`src/rtl/score_digits_ctrl.sv`:
```
// score_digits_ctrl
//   Drives one shared digit renderer across a row of four decimal slots that
//   display a binary score. The score is converted to BCD by an iterative
//   shift-add-3 engine. The finished digits are copied into the display
//   register in a single cycle, so a frame never shows a partial conversion.
//
// Ports
//   clk             pixel clock
//   resetN          asynchronous active-low reset
//   pixelX/pixelY   current scan position (11 bits each)
//   score/update    score to show; sampled when update is high for one cycle
//   digit           BCD value for the renderer (0 when not drawing)
//   offsetX/offsetY position inside the 16x32 slot (0 when not drawing)
//   InsideRectangle pixel lies in a drawn (non-blanked) slot
//   busy            conversion in progress
module score_digits_ctrl #(
  parameter logic [10:0] TOP_LEFT_X    = 11'd500,
  parameter logic [10:0] TOP_LEFT_Y    = 11'd20,
  parameter logic        BLANK_LEADING = 1'b1
) (
  input  logic        clk,
  input  logic        resetN,
  input  logic [10:0] pixelX,
  input  logic [10:0] pixelY,
  input  logic [13:0] score,
  input  logic        update,
  output logic [3:0]  digit,
  output logic [10:0] offsetX,
  output logic [10:0] offsetY,
  output logic        InsideRectangle,
  output logic        busy
);

  localparam logic [3:0] LAST_SHIFT = 4'd13;

  typedef enum logic [1:0] {S_IDLE, S_CONVERT, S_COMMIT} state_t;

  state_t      state, state_nxt;
  logic        load, shift, commit, use_pend;
  logic [13:0] load_val;
  logic [13:0] bin_r;
  logic [15:0] bcd_r;
  logic [15:0] bcd_adj;
  logic [3:0]  cnt_r;
  logic [15:0] disp_r;
  logic        pend_vld;
  logic [13:0] pend_val;

  function automatic logic [13:0] sat_score(input logic [13:0] s);
    return (s > 14'd9999) ? 14'd9999 : s;
  endfunction

  // Add 3 to every nibble >= 5 so the following left shift carries into the
  // next decimal digit instead of producing a value above 9.
  function automatic logic [15:0] add3_nibbles(input logic [15:0] b);
    logic [15:0] r;
    r = b;
    for (int i = 0; i < 4; i++) begin
      if (b[i*4 +: 4] >= 4'd5) r[i*4 +: 4] = b[i*4 +: 4] + 4'd3;
    end
    return r;
  endfunction

  // ---------------- conversion FSM ----------------
  always_ff @(posedge clk or negedge resetN) begin
    if (!resetN) state <= S_IDLE;
    else         state <= state_nxt;
  end

  always_comb begin
    state_nxt = state;
    load      = 1'b0;
    shift     = 1'b0;
    commit    = 1'b0;
    use_pend  = 1'b0;
    case (state)
      S_IDLE: begin
        if (update) begin
          load      = 1'b1;
          state_nxt = S_CONVERT;
        end
      end
      S_CONVERT: begin
        shift = 1'b1;
        if (cnt_r == LAST_SHIFT) state_nxt = S_COMMIT;
      end
      S_COMMIT: begin
        commit = 1'b1;
        // An update landing in COMMIT is newer than any held value.
        if (update) begin
          load      = 1'b1;
          state_nxt = S_CONVERT;
        end else if (pend_vld) begin
          load      = 1'b1;
          use_pend  = 1'b1;
          state_nxt = S_CONVERT;
        end else begin
          state_nxt = S_IDLE;
        end
      end
      default: state_nxt = S_IDLE;
    endcase
  end

  assign load_val = use_pend ? pend_val : sat_score(score);
  assign bcd_adj  = add3_nibbles(bcd_r);
  assign busy     = (state != S_IDLE);

  // Shift engine: working registers need no reset, IDLE ignores them.
  always_ff @(posedge clk) begin
    if (load) begin
      bin_r <= load_val;
      bcd_r <= 16'd0;
      cnt_r <= 4'd0;
    end else if (shift) begin
      bcd_r <= {bcd_adj[14:0], bin_r[13]};
      bin_r <= {bin_r[12:0], 1'b0};
      cnt_r <= cnt_r + 4'd1;
    end
  end

  // Display and pending registers: last update while converting wins.
  always_ff @(posedge clk or negedge resetN) begin
    if (!resetN) begin
      disp_r   <= 16'd0;
      pend_vld <= 1'b0;
      pend_val <= 14'd0;
    end else begin
      if (commit) disp_r <= bcd_r;
      if (load) begin
        pend_vld <= 1'b0;
      end else if (update && state == S_CONVERT) begin
        pend_vld <= 1'b1;
        pend_val <= sat_score(score);
      end
    end
  end

  // ---------------- pixel stage p0 (combinational select) ----------------
  logic [5:0]  rel_x_p0;
  logic [4:0]  rel_y_p0;
  logic        in_win_p0;
  logic [1:0]  slot_p0;
  logic [3:0]  nib_p0;
  logic        blank_p0;
  logic        draw_p0;

  // Only the low bits of the offsets are ever used, so subtract on those.
  assign rel_x_p0  = pixelX[5:0] - TOP_LEFT_X[5:0];
  assign rel_y_p0  = pixelY[4:0] - TOP_LEFT_Y[4:0];
  // Extended to 12 bits so TOP_LEFT+size cannot wrap.
  assign in_win_p0 = ({1'b0, pixelX} >= {1'b0, TOP_LEFT_X}) &&
                     ({1'b0, pixelX} <  ({1'b0, TOP_LEFT_X} + 12'd64)) &&
                     ({1'b0, pixelY} >= {1'b0, TOP_LEFT_Y}) &&
                     ({1'b0, pixelY} <  ({1'b0, TOP_LEFT_Y} + 12'd32));
  assign slot_p0   = rel_x_p0[5:4];

  always_comb begin
    nib_p0   = 4'd0;
    blank_p0 = 1'b0;
    case (slot_p0)
      2'd0: begin nib_p0 = disp_r[15:12]; blank_p0 = (disp_r[15:12] == 4'd0); end
      2'd1: begin nib_p0 = disp_r[11:8];  blank_p0 = (disp_r[15:8]  == 8'd0); end
      2'd2: begin nib_p0 = disp_r[7:4];   blank_p0 = (disp_r[15:4]  == 12'd0); end
      default: begin nib_p0 = disp_r[3:0]; blank_p0 = 1'b0; end
    endcase
  end

  assign draw_p0 = in_win_p0 && !(BLANK_LEADING && blank_p0);

  // ---------------- pixel stage p1 (registered outputs) ----------------
  always_ff @(posedge clk or negedge resetN) begin
    if (!resetN) begin
      digit           <= 4'd0;
      offsetX         <= 11'd0;
      offsetY         <= 11'd0;
      InsideRectangle <= 1'b0;
    end else if (draw_p0) begin
      digit           <= nib_p0;
      offsetX         <= {7'd0, rel_x_p0[3:0]};
      offsetY         <= {6'd0, rel_y_p0};
      InsideRectangle <= 1'b1;
    end else begin
      digit           <= 4'd0;
      offsetX         <= 11'd0;
      offsetY         <= 11'd0;
      InsideRectangle <= 1'b0;
    end
  end

endmodule
```
`config.mk`:
```
export PLATFORM = sky130hd
export DESIGN_NAME = score_digits_ctrl
export DESIGN_NICKNAME = d
export VERILOG_FILES = /design/src/rtl/score_digits_ctrl.sv
export SDC_FILE = /design/constraint.sdc
export NUM_CORES = 1
export LEC_CHECK = 0
export BUFFER_PORTS_ARGS = -buffer_cell sky130_fd_sc_hd__buf_4
export CORE_ASPECT_RATIO = 0.5
export CORE_MARGIN = 2
export CORE_UTILIZATION = 50
export DETAILED_ROUTE_END_ITERATION = 16
export PLACE_DENSITY = 0.72
export SLEW_MARGIN = 20
export SYNTH_ARGS = -nofsm -noshare
export SYNTH_HDL_FRONTEND = slang
export SYNTH_SLANG_ARGS = --single-unit
```
`constraint.sdc`:
```
create_clock -name clk -period 2.2 [get_ports clk]
set_input_delay 0.22 -clock clk [delete_from_list [all_inputs] [get_ports clk]]
set_output_delay 0.22 -clock clk [all_outputs]
set_load 0.01 [all_outputs]
```
[Yosys cells after proc, flatten, opt, wreduce, memory -nomap -nowiden]
Cells that the tools add are included.
Word-level totals
  latch bits: 0
  memories: 0
  memory bits (writable): 0
  logic and storage cells: 80
  flip-flop bits (word level): 94
  memory bits (read-only): 0
  output and inout bits: 28
Cells by class
  add/subtract/negate cells: 7
  reduce and logical (&&, ||, !) cells: 16
  div/mod/pow operators: 0
  $mul: 0
  magnitude comparators: 9
  bitwise operators: 1
  mux-type cells: 29
  equality and inequality tests: 7
  shift operators: 0
Operator list (count)
  $mux 14: 4
  $mux 4: 5
  $ge 4x3->1 const B: 4
  $gt 14x14->1 const B: 1
  $add 4x2->4 const B: 3
  $logic_not 12->1: 1
  $mux 1: 12
  $pmux 4 s3: 1
  $ge 11x5->1 const B: 1
  $ge 11x9->1 const B: 1
  $lt 11x10->1 const B: 1
  $lt 11x6->1 const B: 1
  $logic_not 8->1: 1
  $pmux 2 s3: 1
  $reduce_bool 2->1: 3
  $sub 6x6->6 const B: 1
  $logic_and 1x1->1: 5
  $mux 5: 1
  $sub 5x5->5 const B: 1
  $add 4x1->4 const B: 1
  $eq 2x1->1 const B: 2
  $eq 2x2->1 const B: 2
  $eq 4x4->1 const B: 1
  $logic_not 2->1: 2
  10 further kinds: 13

[Longest topological paths before layout]
Gate-level depths: netlist of the first run.
  depth in word-level cells: 6
  depth in mapped cells: 7
  mapped depth without buffers: 6

[Least setup slack after synthesis of the first run]
No wires, ideal clock.
  path kind: reg-to-reg
  start point: register state[1]
  end point: register bin_r[0], enable pin
  path buffers: 2
  slack: 0.456 ns
  data arrival time: 1.395 ns
  setup time: 0.349 ns
  data required time: 1.851 ns
  stages on the path, launching flop included: 6
  clock period less this slack: 1.744 ns
  cell sequence: dfrtp_1 > a21oi_1 > or2_1 > clkbuf_1 > clkbuf_1 > nand2_1
On the way
  word-level cells in the longest chain between the ends: 3
  elaborated cells between the ends (all ways): 6
RTL lines
  start, declared: line 38  | state_t state, state_nxt;
  start signal, assigned: line 67  | else state <= state_nxt;
  $eq 2x2->1, or another cell as far along: line 76  | case (state)
  $pmux 1 s2 / $mux 1 (equally long branches): line 76
  $reduce_bool 2->1 (no source line) *
  end signal, assigned: line 112  | bin_r <= load_val;
  end signal, assigned: line 117  | bin_r <= {bin_r[12:0], 1'b0};
  end, declared: line 41  | logic [13:0] bin_r;
Every way passes the cells marked *; elsewhere a longest branch is shown, timed or not.
A chain may end at the register's enable or synchronous reset.

[Final worst setup path of the first run]
  start point: register state[0]
  end point: register bin_r[10], data pin
On the way
  word-level cells in the longest chain between the ends: 4
  elaborated cells between the ends (all ways): 6
RTL lines
  $eq 2x2->1: line 76
  $mux 1: line 76
  $mux 14: line 105  | assign load_val = use_pend ? pend_val : sat_score(score);
  $mux 14 *: line 111  | if (load) begin
Marked as above.

==> results of run 1 <==
-- through the flow --
stage,util (%),cells,hold slack [ns]
2_1_floorplan,-,397,-0.0756
3_3_place_gp,56.9,538,0.271
3_5_place_dp,56.9,538,0.273
4_1_cts,60.3,554,0.0709
5_1_grt,60.3,554,0.0860
6_report,60.3,554,0.0828
-- worst min-delay path by stage --
stage / startpoint / end / slack (ns)
final: pixelY[2] / offsetY[2]$_DFF_PN0_ / 0.08
after global routing: pixelY[2] / offsetY[2]$_DFF_PN0_ / 0.09
after CTS: pixelY[2] / offsetY[2]$_DFF_PN0_ / 0.07
after detailed placement: resetN / offsetY[2]$_DFF_PN0_ / 0.27
after global placement: resetN / offsetY[2]$_DFF_PN0_ / 0.27
after floorplan: resetN / InsideRectangle$_DFF_PN0_ / -0.08
-- worst register-to-register path: stages (launching register included) --
cell	delay (ns)
sky130_fd_sc_hd__dfrtp_1	0.41
sky130_fd_sc_hd__nand2b_1	0.19
sky130_fd_sc_hd__nor3b_2	0.37
sky130_fd_sc_hd__nor2_2	0.20
sky130_fd_sc_hd__a311oi_1	0.35
-- where the power goes --
part / total, W / leakage [nW] / internal (W) / switching (W)
clock: 0.00134 / 0.127 / 0.000788 / 0.000551
combinational: 0.00210 / 1.04 / 0.000895 / 0.00120
sequential: 0.00248 / 0.925 / 0.00213 / 0.000350
-- final cells by class --
cell class	instances	area, µm²
flip-flops and latches	81	2000
clock inverters	1	5.00
inverters	22	82.6
clock buffers	14	254
well taps	112	140
repair buffers	65	490
fillers	707	3150
multi-input cells	259	1820
-- cells in the final DEF, fill, tap and decap left out, types with 2 or more instances in the layout --
cell type,instances
sky130_fd_sc_hd__a211oi_1,4
sky130_fd_sc_hd__a21oi_1,11
sky130_fd_sc_hd__a311oi_1,6
sky130_fd_sc_hd__a31oi_1,8
sky130_fd_sc_hd__and2_1,2
sky130_fd_sc_hd__buf_4,64
sky130_fd_sc_hd__clkbuf_1,4
sky130_fd_sc_hd__clkbuf_16,9
sky130_fd_sc_hd__conb_1,13
sky130_fd_sc_hd__dfrtp_1,47
sky130_fd_sc_hd__dfxtp_1,20
sky130_fd_sc_hd__edfxtp_1,14
sky130_fd_sc_hd__ha_1,14
sky130_fd_sc_hd__inv_1,22
sky130_fd_sc_hd__mux2_1,2
sky130_fd_sc_hd__mux2_2,12
sky130_fd_sc_hd__mux4_1,4
sky130_fd_sc_hd__nand2_1,23
sky130_fd_sc_hd__nand2b_1,6
sky130_fd_sc_hd__nand3_1,15
sky130_fd_sc_hd__nand4_1,2
sky130_fd_sc_hd__nor2_1,27
sky130_fd_sc_hd__nor2b_1,4
sky130_fd_sc_hd__nor3_1,11
sky130_fd_sc_hd__nor3b_1,4
sky130_fd_sc_hd__nor4_1,5
sky130_fd_sc_hd__nor4_2,5
sky130_fd_sc_hd__nor4b_1,3
sky130_fd_sc_hd__nor4b_2,5
sky130_fd_sc_hd__o211ai_1,3
sky130_fd_sc_hd__o21ai_0,36
sky130_fd_sc_hd__o21ai_1,3
sky130_fd_sc_hd__o22ai_1,3
sky130_fd_sc_hd__o31ai_1,2
sky130_fd_sc_hd__xnor2_1,5
sky130_fd_sc_hd__xor2_1,4
-- kinds of logic after synthesis --
logic type                 count (synthesis)
AOI/OAI and AO/OA                         85
other                                      1
buffers and inverters                     57
adders and majority gates                 14
xor gates and xnor gates                  10
muxes                                     18
DFF                                       81
and+or+nand+nor                          119
-- sequential cells by signal, indices dropped and copies added, names as in the netlist --
signal / cells
offsetX: 4
cnt_r: 4
disp_r: 16
bin_r: 14
pend_val: 14
state: 2
bcd_r: 16
pend_vld: 1
InsideRectangle: 1
digit: 4
offsetY: 5
-- layer usage --
metal	part of all wire, %	wire [µm]	global-route usage (%)
met3	7.0	572	7.21
met5	0	0	0
met4	0.89	73	5.43
met1	46	3740	25.5
met2	47	3820	34.2
-- repair_timing --
action	in CTS	in global routing
gates resized for setup	0	0
hold buffers	1	0
endpoints found under the hold margin	47	0
==> impl_metrics.sql, run 1 <==
INSERT INTO impl_metrics (metric_group, metric, value, unit) VALUES
('outcome', 'run_status', 'finished clean', ''),
('clocking', 'ctsHtreeMaxLevel', '3', ''),
('die', 'fp-row-count', '23', ''),
('worst_setup_path', 'slowest_delay', '0.41', 'ns'),
('placement', 'placed_area', '4520', 'µm²'),
('worst_setup_path', 'critical_path.cell_chain', 'nand2b_1, nor3b_2, nor2_2, a311oi_1', ''),
('timing', 'worst_pin_slew', '0.848', 'ns'),
('power', 'power.ir.vdd_worst', '0.000491', 'V'),
('synth', 'most_numerous_cell_in_the_yosys_netlist', 'sky130_fd_sc_hd__dfrtp_1', ''),
('finish', 'flow.area_growth_from_synthesis', '17.8', '%'),
('clocking', 'cts.clk_slew.worst_paths', '0.06', 'ns'),
('finish', 'final_layout_net_count', '491', ''),
('routing', 'routed-via-count', '2947', ''),
('synth', 'ys_warn_count', '0', ''),
('placement', 'detailedPlacementHpwl', '5670', 'µm'),
('power', 'total_leakage_power', '2.10', 'nW'),
('routing', 'routed_via_density', '5.32', ''),
('routing', 'drtAntennaViolNets', '0', ''),
('synth', 'synth_xor_xnor_area_share', '2.34', '%'),
('finish', 'antennaDiodeCount', '0', ''),
('clocking', 'cts-root-to-sink-buffers', '2', ''),
('worst_setup_path', 'critical_path_at', '1.85', 'ns'),
('timing', 'final.min_clock_period', '1.71', 'ns'),
('worst_setup_path', 'worst-r2r-cell-count', '4', ''),
('worst_setup_path', 'timing.reg2reg.setup_slack', '0.49', 'ns'),
('synth', 'synth_seq_cells', '81', ''),
('synth', 'synth_mux_area_share', '6.46', '%'),
('finish', 'design_area', '4790', 'µm²'),
('timing', 'fin_skew', '0.00341', 'ns'),
('worst_setup_path', 'reg2reg_from', 'state[0]$_DFFE_PN0P_', ''),
('die', 'die_w', '132', 'µm'),
('worst_setup_path', 'critical_path.startpoint_type', 'register', ''),
('grt', 'initial_antenna_violation_count', '0', ''),
('worst_setup_path', 'worst_path_max_delay_cell', 'sky130_fd_sc_hd__dfrtp_1', ''),
('timing', 'finalSetupViolCount', '0', ''),
('min_path', 'worst_hold_path.num_cells', '2', ''),
('timing', 'setup_tns', '0', 'ns'),
('clocking', 'cts_tree', 'built', ''),
('synth', 'synth_top_cells_by_area', 'sky130_fd_sc_hd__dfrtp_1 29%, sky130_fd_sc_hd__edfxtp_1 10%, sky130_fd_sc_hd__dfxtp_1 9.8%', ''),
('synth', 'number_of_flops_mapped_to_enable_cells_by_yosys', '14', ''),
('grt', 'grt_overflow_total', '0', ''),
('worst_setup_path', 'cp_endpoint_kind', 'register', ''),
('worst_setup_path', 'worst-path-stages', '4', ''),
('synth', 'synthSimpleGateAreaFrac', '17.3', '%'),
('job', 'max-cap-violations', '0', ''),
('synth', 'synth-adder-area-share', '4.31', '%'),
('placement', 'gpl_wtd_cong', '0.758', ''),
('synth', 'synthesized_area_fraction_occupied_by_ao_oa_aoi_and_oai_cells', '13.1', '%'),
('grt', 'grt_max_degree', '48', ''),
('synth', 'synth-async-reset-ratio', '58.0', '%'),
('worst_setup_path', 'r2r-end', 'bin_r[10]$_DFFE_PP_', ''),
('power', 'total_power', '0.00592', 'W'),
('synth', 'synthesis.area_per_instance', '10.6', 'µm²'),
('grt', 'via_count_of_the_first_global_routing_pass', '2780', ''),
('power', 'power_density_over_cell_area', '1240', 'nW/µm²'),
('worst_setup_path', 'worstSetupPathType', 'register to register', ''),
('placement', 'pre_cts_slack', '0.293', 'ns'),
('timing', 'grt_setup_unrepaired', 'no', ''),
('clocking', 'cts_root_buf', 'sky130_fd_sc_hd__clkbuf_16', ''),
('die', 'initial_utilization', '51.2', '%'),
('synth', 'netlist_top_cells_count', '47 x sky130_fd_sc_hd__dfrtp_1, 36 x sky130_fd_sc_hd__o21ai_0, 27 x sky130_fd_sc_hd__nor2_1, 23 x sky130_fd_sc_hd__nand2_1, 22 x sky130_fd_sc_hd__inv_1', ''),
('synth', 'synth_top_cell_by_area', 'sky130_fd_sc_hd__dfrtp_1', ''),
('die', 'core-area', '7940', 'µm²'),
('min_path', 'min-delay-path-class', 'primary input to register', ''),
('worst_setup_path', 'crit_path_start', 'state[0]$_DFFE_PN0P_', ''),
('synth', 'post_synth_inst_count', '385', ''),
('die', 'die_area', '8920', 'µm²'),
('clocking', 'cts_setup_buffers', '0', ''),
('placement', 'numPortBuffers', '53', ''),
('timing', 'hold_viol', '0', ''),
('synth', 'synth-seq-area-share', '49.1', '%');
Note: power is estimated with default switching activity, not from simulation.
==> run 2: changes to the inputs <==
==> constraint.sdc (replaced) <==
create_clock -name clk -period 1.8 [get_ports clk]
set_input_delay 0.18 -clock clk [delete_from_list [all_inputs] [get_ports clk]]
set_output_delay 0.18 -clock clk [all_outputs]
set_load 0.01 [all_outputs]
==> run 2 against run 1 <==
Compared with the run above:
- first-iteration DRC count shrank 7.5%
- register-to-register slack lost 0.27 ns
- non-clock buffer count rose by 7
- global-route usage decreased by 0.96 points
- utilization increased by 1.7 points
- maximum frequency increased by 8.2%
- sequential cell count stayed put
- worst hold slack lost 0.038 ns
- clock power is 40% higher
- clock skew rose by 0.0037 ns
- cell area rose by 2.7%
- total power rose by 29%
==> impl_metrics.sql, run 2 (same netlist as run 1, synthesis figures left out) <==
INSERT INTO impl_metrics (metric_group, metric, value, unit) VALUES
('grt', 'grt_max_degree', '48', ''),
('clocking', 'cts_tree', 'built', ''),
('clocking', 'cts.clk_slew.worst_paths', '0.06', 'ns'),
('die', 'num_io_pins', '67', ''),
('routing', 'routed-via-count', '2980', ''),
('placement', 'count_of_placed_standard_cells_including_taps', '545', ''),
('placement', 'pre_cts_slack', '0.0554', 'ns'),
('die', 'fp-row-count', '23', ''),
('worst_setup_path', 'cp_data_required_time', '2.06', 'ns'),
('worst_setup_path', 'critical_path_at', '1.85', 'ns'),
('routing', 'remaining_drc_errors', '0', ''),
('power', 'power_density_over_cell_area', '1550', 'nW/µm²'),
('timing', 'max-slew-margin-rel', '59.3', '%'),
('die', 'initial_utilization', '51.2', '%'),
('worst_setup_path', 'slowest_delay', '0.36', 'ns'),
('clocking', 'ctsHtreeMaxLevel', '3', ''),
('die', 'die_area', '8920', 'µm²'),
('timing', 'fmax', '633', 'MHz'),
('clocking', 'cts_setup_buffers', '0', ''),
('timing', 'setup_tns', '0', 'ns'),
('job', 'max-cap-violations', '0', ''),
('placement', 'gpl_wtd_cong', '0.812', ''),
('finish', 'final_layout_net_count', '498', ''),
('clocking', 'cts_root_buf', 'sky130_fd_sc_hd__clkbuf_16', ''),
('timing', 'fin_skew', '0.00712', 'ns'),
('finish', 'post_layout_utilization_of_the_core', '62.0', '%'),
('worst_setup_path', 'critical_path.startpoint_type', 'register', ''),
('worst_setup_path', 'cp_endpoint_kind', 'register', ''),
('grt', 'grt_pass1_wl', '13400', 'µm'),
('timing', 'worst_pin_slew', '0.610', 'ns'),
('placement', 'numPortBuffers', '53', ''),
('grt', 'grt_overflow_total', '0', ''),
('power', 'power.ir.vdd_worst', '0.000689', 'V'),
('grt', 'via_count_of_the_first_global_routing_pass', '2888', ''),
('routing', 'drtAntennaViolNets', '0', ''),
('clocking', 'cts.sinks', '81', ''),
('finish', 'layout_commonest_cell', 'sky130_fd_sc_hd__buf_4', ''),
('routing', 'routed_wire_length_per_instance', '14.1', 'µm'),
('worst_setup_path', 'worst_path_max_delay_cell', 'sky130_fd_sc_hd__mux2_2', ''),
('clocking', 'cts_hold_buffers', '1', ''),
('routing', 'drt_pass1_iterations', '5', ''),
('worst_setup_path', 'timing.reg2reg.setup_slack', '0.22', 'ns'),
('die', 'floorplan.die.height', '67.8', 'µm'),
('timing', 'maxSlewViolCount', '0', ''),
('worst_setup_path', 'worstSetupPathType', 'register to register', ''),
('grt', 'initial_antenna_violation_count', '0', ''),
('timing', 'period_share', '87.8', '%'),
('die', 'core-area', '7940', 'µm²'),
('power', 'total_leakage_power', '2.16', 'nW'),
('placement', 'detailedPlacementHpwl', '5630', 'µm'),
('timing', 'hold_viol', '0', ''),
('routing', 'wl', '7920', 'µm'),
('timing', 'final.min_clock_period', '1.58', 'ns'),
('worst_setup_path', 'critical_path.cell_chain', 'inv_1, ha_1, nand2b_1, a21oi_1, mux2_2, o21ai_0', ''),
('die', 'die_w', '132', 'µm'),
('timing', 'finalWorstSetupSlack', '0.219', 'ns'),
('timing', 'grt_setup_unrepaired', 'no', ''),
('finish', 'fin_cells', '562', ''),
('finish', 'antennaDiodeCount', '0', ''),
('finish', 'layout.cells.most_common_list', '69 x sky130_fd_sc_hd__buf_4, 47 x sky130_fd_sc_hd__dfrtp_1, 36 x sky130_fd_sc_hd__o21ai_0, 27 x sky130_fd_sc_hd__nor2_1, 23 x sky130_fd_sc_hd__nand2_1', ''),
('clocking', 'cts-root-to-sink-buffers', '2', ''),
('clocking', 'worst_skew_pair.late_latency', '0.33', 'ns'),
('min_path', 'min-delay-path-class', 'primary input to register', ''),
('worst_setup_path', 'crit_fanout', '4', ''),
('routing', 'detail_route.iter0.violations', '160', ''),
('finish', 'flow.area_growth_from_synthesis', '21.0', '%'),
('timing', 'finalSetupViolCount', '0', ''),
('outcome', 'run_status', 'finished clean', ''),
('clocking', 'ctsResizeCount', '0', ''),
('clocking', 'cts_buffers', '9', ''),
('routing', 'routed_via_density', '5.30', ''),
('finish', 'reg_top3', 'bcd_r (16), disp_r (16)', ''),
('finish', 'post_route_cells_drive_above_1_share', '26.2', '%'),
('grt', 'track_usage', '19.3', '%');
[run 2: cell types whose count changed in the layout (fill, tap and decap cells not counted), sizes merged]
cell	previous run	this run
buf	64	71
clkinvlp	0	2
inv	22	24
clkbuf	14	10
bufinv	0	1
[run 2: routing by layer]
metal	global-route usage, %	wire (µm)	up-vias
li1	-	-	1484
met1	23.7	3640	1384
met2	33.9	3680	104
met3	5.56	524	8
met4	6.39	68	0
met5	0	0	-
[run 2: critical path, delay by kind of cell, from the launching register on]
kind	cells	cell delay (ns)
compound gates	2	0.37
mux	1	0.36
flops	1	0.35
fa+ha+maj	1	0.18
simple gates	1	0.15
buf+inv	1	0.10
[run 2: cell type report]
class | instances | area [µm²]
fillers | 677 | 3020
flip-flops and latches | 81 | 2000
multi-input cells | 259 | 1820
repair buffers | 72 | 568
clock buffers | 10 | 250
well taps | 112 | 140
inverters | 22 | 82.6
clock inverters | 6 | 62.6
[run 2: power breakdown]
group / switching, W / total, W / leakage (nW) / internal, W
Clock: 0.000719 / 0.00188 / 0.150 / 0.00116
Combinational: 0.00147 / 0.00272 / 1.09 / 0.00125
Sequential: 0.000427 / 0.00303 / 0.925 / 0.00260
[run 2: final timing paths]
check | start | endpoint | depth (start not counted)
max | bcd_r[5]$_SDFFE_PP0N_ | bcd_r[6]$_SDFFE_PP0N_ | 6
min in group asynchronous | resetN | disp_r[13]$_DFFE_PN0P_ | 2
max in group asynchronous | resetN | pend_val[11]$_DFFE_PN0P_ | 2
min reg2reg | bin_r[13]$_DFFE_PP_ | bcd_r[0]$_SDFFE_PP0N_ | 2
min | pixelY[2] | offsetY[2]$_DFF_PN0_ | 2
max reg2reg | bcd_r[5]$_SDFFE_PP0N_ | bcd_r[6]$_SDFFE_PP0N_ | 6
[run 2: per-stage QoR]
stage | total power, W | area, µm² | hold WS, ns
detailed placement | 0.00579 | 4600 | 0.236
global placement | 0.00569 | 4600 | 0.232
global route | 0.00818 | 4920 | 0.0459
floorplan | 0.00495 | 4110 | -0.116
finish | 0.00762 | 4920 | 0.0446
CTS | 0.00768 | 4920 | 0.0361
==> run 3: changes to the inputs <==
--- a/config.mk
+++ b/config.mk
@@ -10,7 +10,9 @@
 export CORE_MARGIN = 2
 export CORE_UTILIZATION = 50
 export DETAILED_ROUTE_END_ITERATION = 16
+export GPL_ROUTABILITY_DRIVEN = 0
 export PLACE_DENSITY = 0.72
+export RECOVER_POWER = 50
 export SLEW_MARGIN = 20
 export SYNTH_ARGS = -nofsm -noshare
 export SYNTH_HDL_FRONTEND = slang
==> run 3 against run 2 <==
Compared with the run above:
- total power down 0.36%
- worst setup slack better by 0.010 ns
- first-iteration DRC count down 5.6%
- critical path type unchanged
- highest routed layer unchanged
- routed wire length up 0.69%
- critical endpoint unchanged
- sequential power about the same
- critical path depth unchanged
- clock skew down 0.0014 ns
- via count down 0.47%
==> impl_metrics.sql, run 3 (same netlist as run 1, synthesis figures left out) <==
INSERT INTO impl_metrics (metric_group, metric, value, unit) VALUES
('routing', 'highest-signal-layer', 'met4', ''),
('timing', 'fin_skew', '0.00572', 'ns'),
('grt', 'via_count_of_the_first_global_routing_pass', '2888', ''),
('placement', 'pre_cts_slack', '0.0554', 'ns'),
('routing', 'wl_met1', '3700', 'µm'),
('outcome', 'run_status', 'finished clean', ''),
('worst_setup_path', 'cp_endpoint_kind', 'register', ''),
('finish', 'fin_cells', '562', ''),
('placement', 'placed_area', '4600', 'µm²'),
('clocking', 'cts_buffers', '9', ''),
('worst_setup_path', 'critical_path.startpoint_type', 'register', ''),
('die', 'floorplan.die.height', '67.8', 'µm'),
('clocking', 'cts-root-to-sink-buffers', '2', ''),
('grt', 'initial_antenna_violation_count', '0', ''),
('timing', 'fmax', '637', 'MHz'),
('grt', 'grt_max_degree', '48', ''),
('routing', 'wl_met2', '3720', 'µm'),
('placement', 'count_of_placed_standard_cells_including_taps', '545', ''),
('timing', 'finalWorstSetupSlack', '0.229', 'ns'),
('routing', 'routed-via-count', '2966', ''),
('clocking', 'cts_setup_buffers', '0', ''),
('die', 'die_area', '8920', 'µm²'),
('clocking', 'cts.clk_slew.worst_paths', '0.06', 'ns'),
('finish', 'antennaDiodeCount', '0', ''),
('die', 'die_w', '132', 'µm'),
('routing', 'met3_wirelength', '507', 'µm'),
('finish', 'design_area', '4850', 'µm²'),
('clocking', 'cts_root_buf', 'sky130_fd_sc_hd__clkbuf_16', ''),
('worst_setup_path', 'worstSetupPathType', 'register to register', ''),
('routing', 'drt_pass1_iterations', '4', ''),
('routing', 'wl', '7970', 'µm'),
('min_path', 'worst_hold_path.num_cells', '2', ''),
('grt', 'grt_overflow_total', '0', ''),
('routing', 'routed_via_density', '5.28', ''),
('placement', 'numPortBuffers', '53', ''),
('worst_setup_path', 'cp_data_required_time', '2.06', 'ns'),
('finish', 'final_layout_net_count', '498', ''),
('finish', 'layout_commonest_cell', 'sky130_fd_sc_hd__buf_4', ''),
('timing', 'setup_tns', '0', 'ns'),
('timing', 'finalSetupViolCount', '0', ''),
('finish', 'layout.cells.most_common_list', '50 x sky130_fd_sc_hd__buf_4, 47 x sky130_fd_sc_hd__dfrtp_1, 36 x sky130_fd_sc_hd__o21ai_0, 27 x sky130_fd_sc_hd__nor2_1, 23 x sky130_fd_sc_hd__nand2_1', ''),
('clocking', 'cts_hold_buffers', '1', ''),
('placement', 'detailedPlacementHpwl', '5630', 'µm'),
('timing', 'maxSlewViolCount', '0', ''),
('worst_setup_path', 'reg2reg_from', 'bcd_r[5]$_SDFFE_PP0N_', ''),
('power', 'total_leakage_power', '2.09', 'nW'),
('finish', 'flow.area_growth_from_synthesis', '19.3', '%'),
('routing', 'detail_route.iter0.violations', '151', ''),
('worst_setup_path', 'critical_path_at', '1.83', 'ns'),
('worst_setup_path', 'worst-r2r-cell-count', '6', ''),
('timing', 'final.min_clock_period', '1.57', 'ns'),
('power', 'total_power', '0.00760', 'W'),
('clocking', 'cts.sinks', '81', ''),
('finish', 'post_route_cells_drive_above_1_share', '22.7', '%'),
('min_path', 'min-delay-path-class', 'primary input to register', ''),
('grt', 'grt_pass1_wl', '13400', 'µm'),
('finish', 'reg_top3', 'bcd_r (16), disp_r (16)', ''),
('routing', 'remaining_drc_errors', '0', ''),
('min_path', 'holdCritStartpoint', 'pixelY[2]', ''),
('die', 'initial_utilization', '51.2', '%'),
('power', 'power.ir.vdd_worst', '0.000688', 'V'),
('timing', 'period_share', '87.3', '%'),
('power', 'power_density_over_cell_area', '1560', 'nW/µm²'),
('routing', 'drtAntennaViolNets', '0', ''),
('grt', 'track_usage', '19.3', '%'),
('clocking', 'ctsResizeCount', '0', ''),
('worst_setup_path', 'crit_path_start', 'bcd_r[5]$_SDFFE_PP0N_', ''),
('timing', 'max-slew-margin-rel', '20.0', '%'),
('die', 'fp-row-count', '23', ''),
('worst_setup_path', 'crit_fanout', '4', ''),
('routing', 'routed_wire_length_per_instance', '14.2', 'µm'),
('clocking', 'worst_skew_pair.late_latency', '0.33', 'ns'),
('die', 'num_io_pins', '67', ''),
('timing', 'grt_setup_unrepaired', 'no', ''),
('die', 'core-area', '7940', 'µm²'),
('timing', 'hold_viol', '0', ''),
('job', 'max-cap-violations', '0', ''),
('timing', 'worst_pin_slew', '1.20', 'ns'),
('clocking', 'ctsHtreeMaxLevel', '3', ''),
('clocking', 'cts_tree', 'built', '');
[run 3: metrics by stage]
stage          util (%)  hold slack (ns)
2_1_floorplan         -           -0.116
3_3_place_gp       57.9            0.232
3_5_place_dp       57.9            0.236
4_1_cts            62.0           0.0361
5_1_grt            61.1           0.0459
6_report           61.1           0.0457
[run 3: worst paths after layout]
path / end / slack, ns
setup reg to reg: bcd_r[6]$_SDFFE_PP0N_ / 0.23
min in group asynchronous: disp_r[13]$_DFFE_PN0P_ / 0.64
hold / removal: offsetY[2]$_DFF_PN0_ / 0.05
hold reg to reg: bcd_r[0]$_SDFFE_PP0N_ / 0.44
setup / recovery: bcd_r[6]$_SDFFE_PP0N_ / 0.23
max in group asynchronous: pend_val[8]$_DFFE_PN0P_ / 0.43
[run 3: critical path, stage by stage, from the launching register on]
cell	delay (ns)
sky130_fd_sc_hd__dfxtp_1	0.35
sky130_fd_sc_hd__inv_1	0.10
sky130_fd_sc_hd__ha_1	0.18
sky130_fd_sc_hd__nand2b_1	0.15
sky130_fd_sc_hd__a21oi_1	0.23
sky130_fd_sc_hd__mux2_2	0.36
sky130_fd_sc_hd__o21ai_0	0.13
[run 3: cell type report]
class / count / area [µm²]
Fill cell: 704 / 3090
Sequential cell: 81 / 2000
Multi-Input combinational cell: 259 / 1820
Timing Repair Buffer: 72 / 500
Clock buffer: 10 / 250
Tap cell: 112 / 140
Inverter: 22 / 82.6
Clock inverter: 6 / 62.6
[run 3: report_power, final]
group | total, W | leakage [nW] | internal, W | switching [W]
combinational | 0.00270 | 1.02 | 0.00123 | 0.00147
clock | 0.00187 | 0.150 | 0.00116 | 0.000711
sequential | 0.00303 | 0.925 | 0.00260 | 0.000428
total | 0.00760 | 2.09 | 0.00499 | 0.00261
[run 3: layer usage]
| layer | up-vias | global-route usage [%] |
|---|---|---|
| met5 | - | 0 |
| met4 | 0 | 6.39 |
| met3 | 4 | 5.56 |
| met2 | 98 | 33.9 |
| met1 | 1382 | 23.7 |
| li1 | 1482 | - |
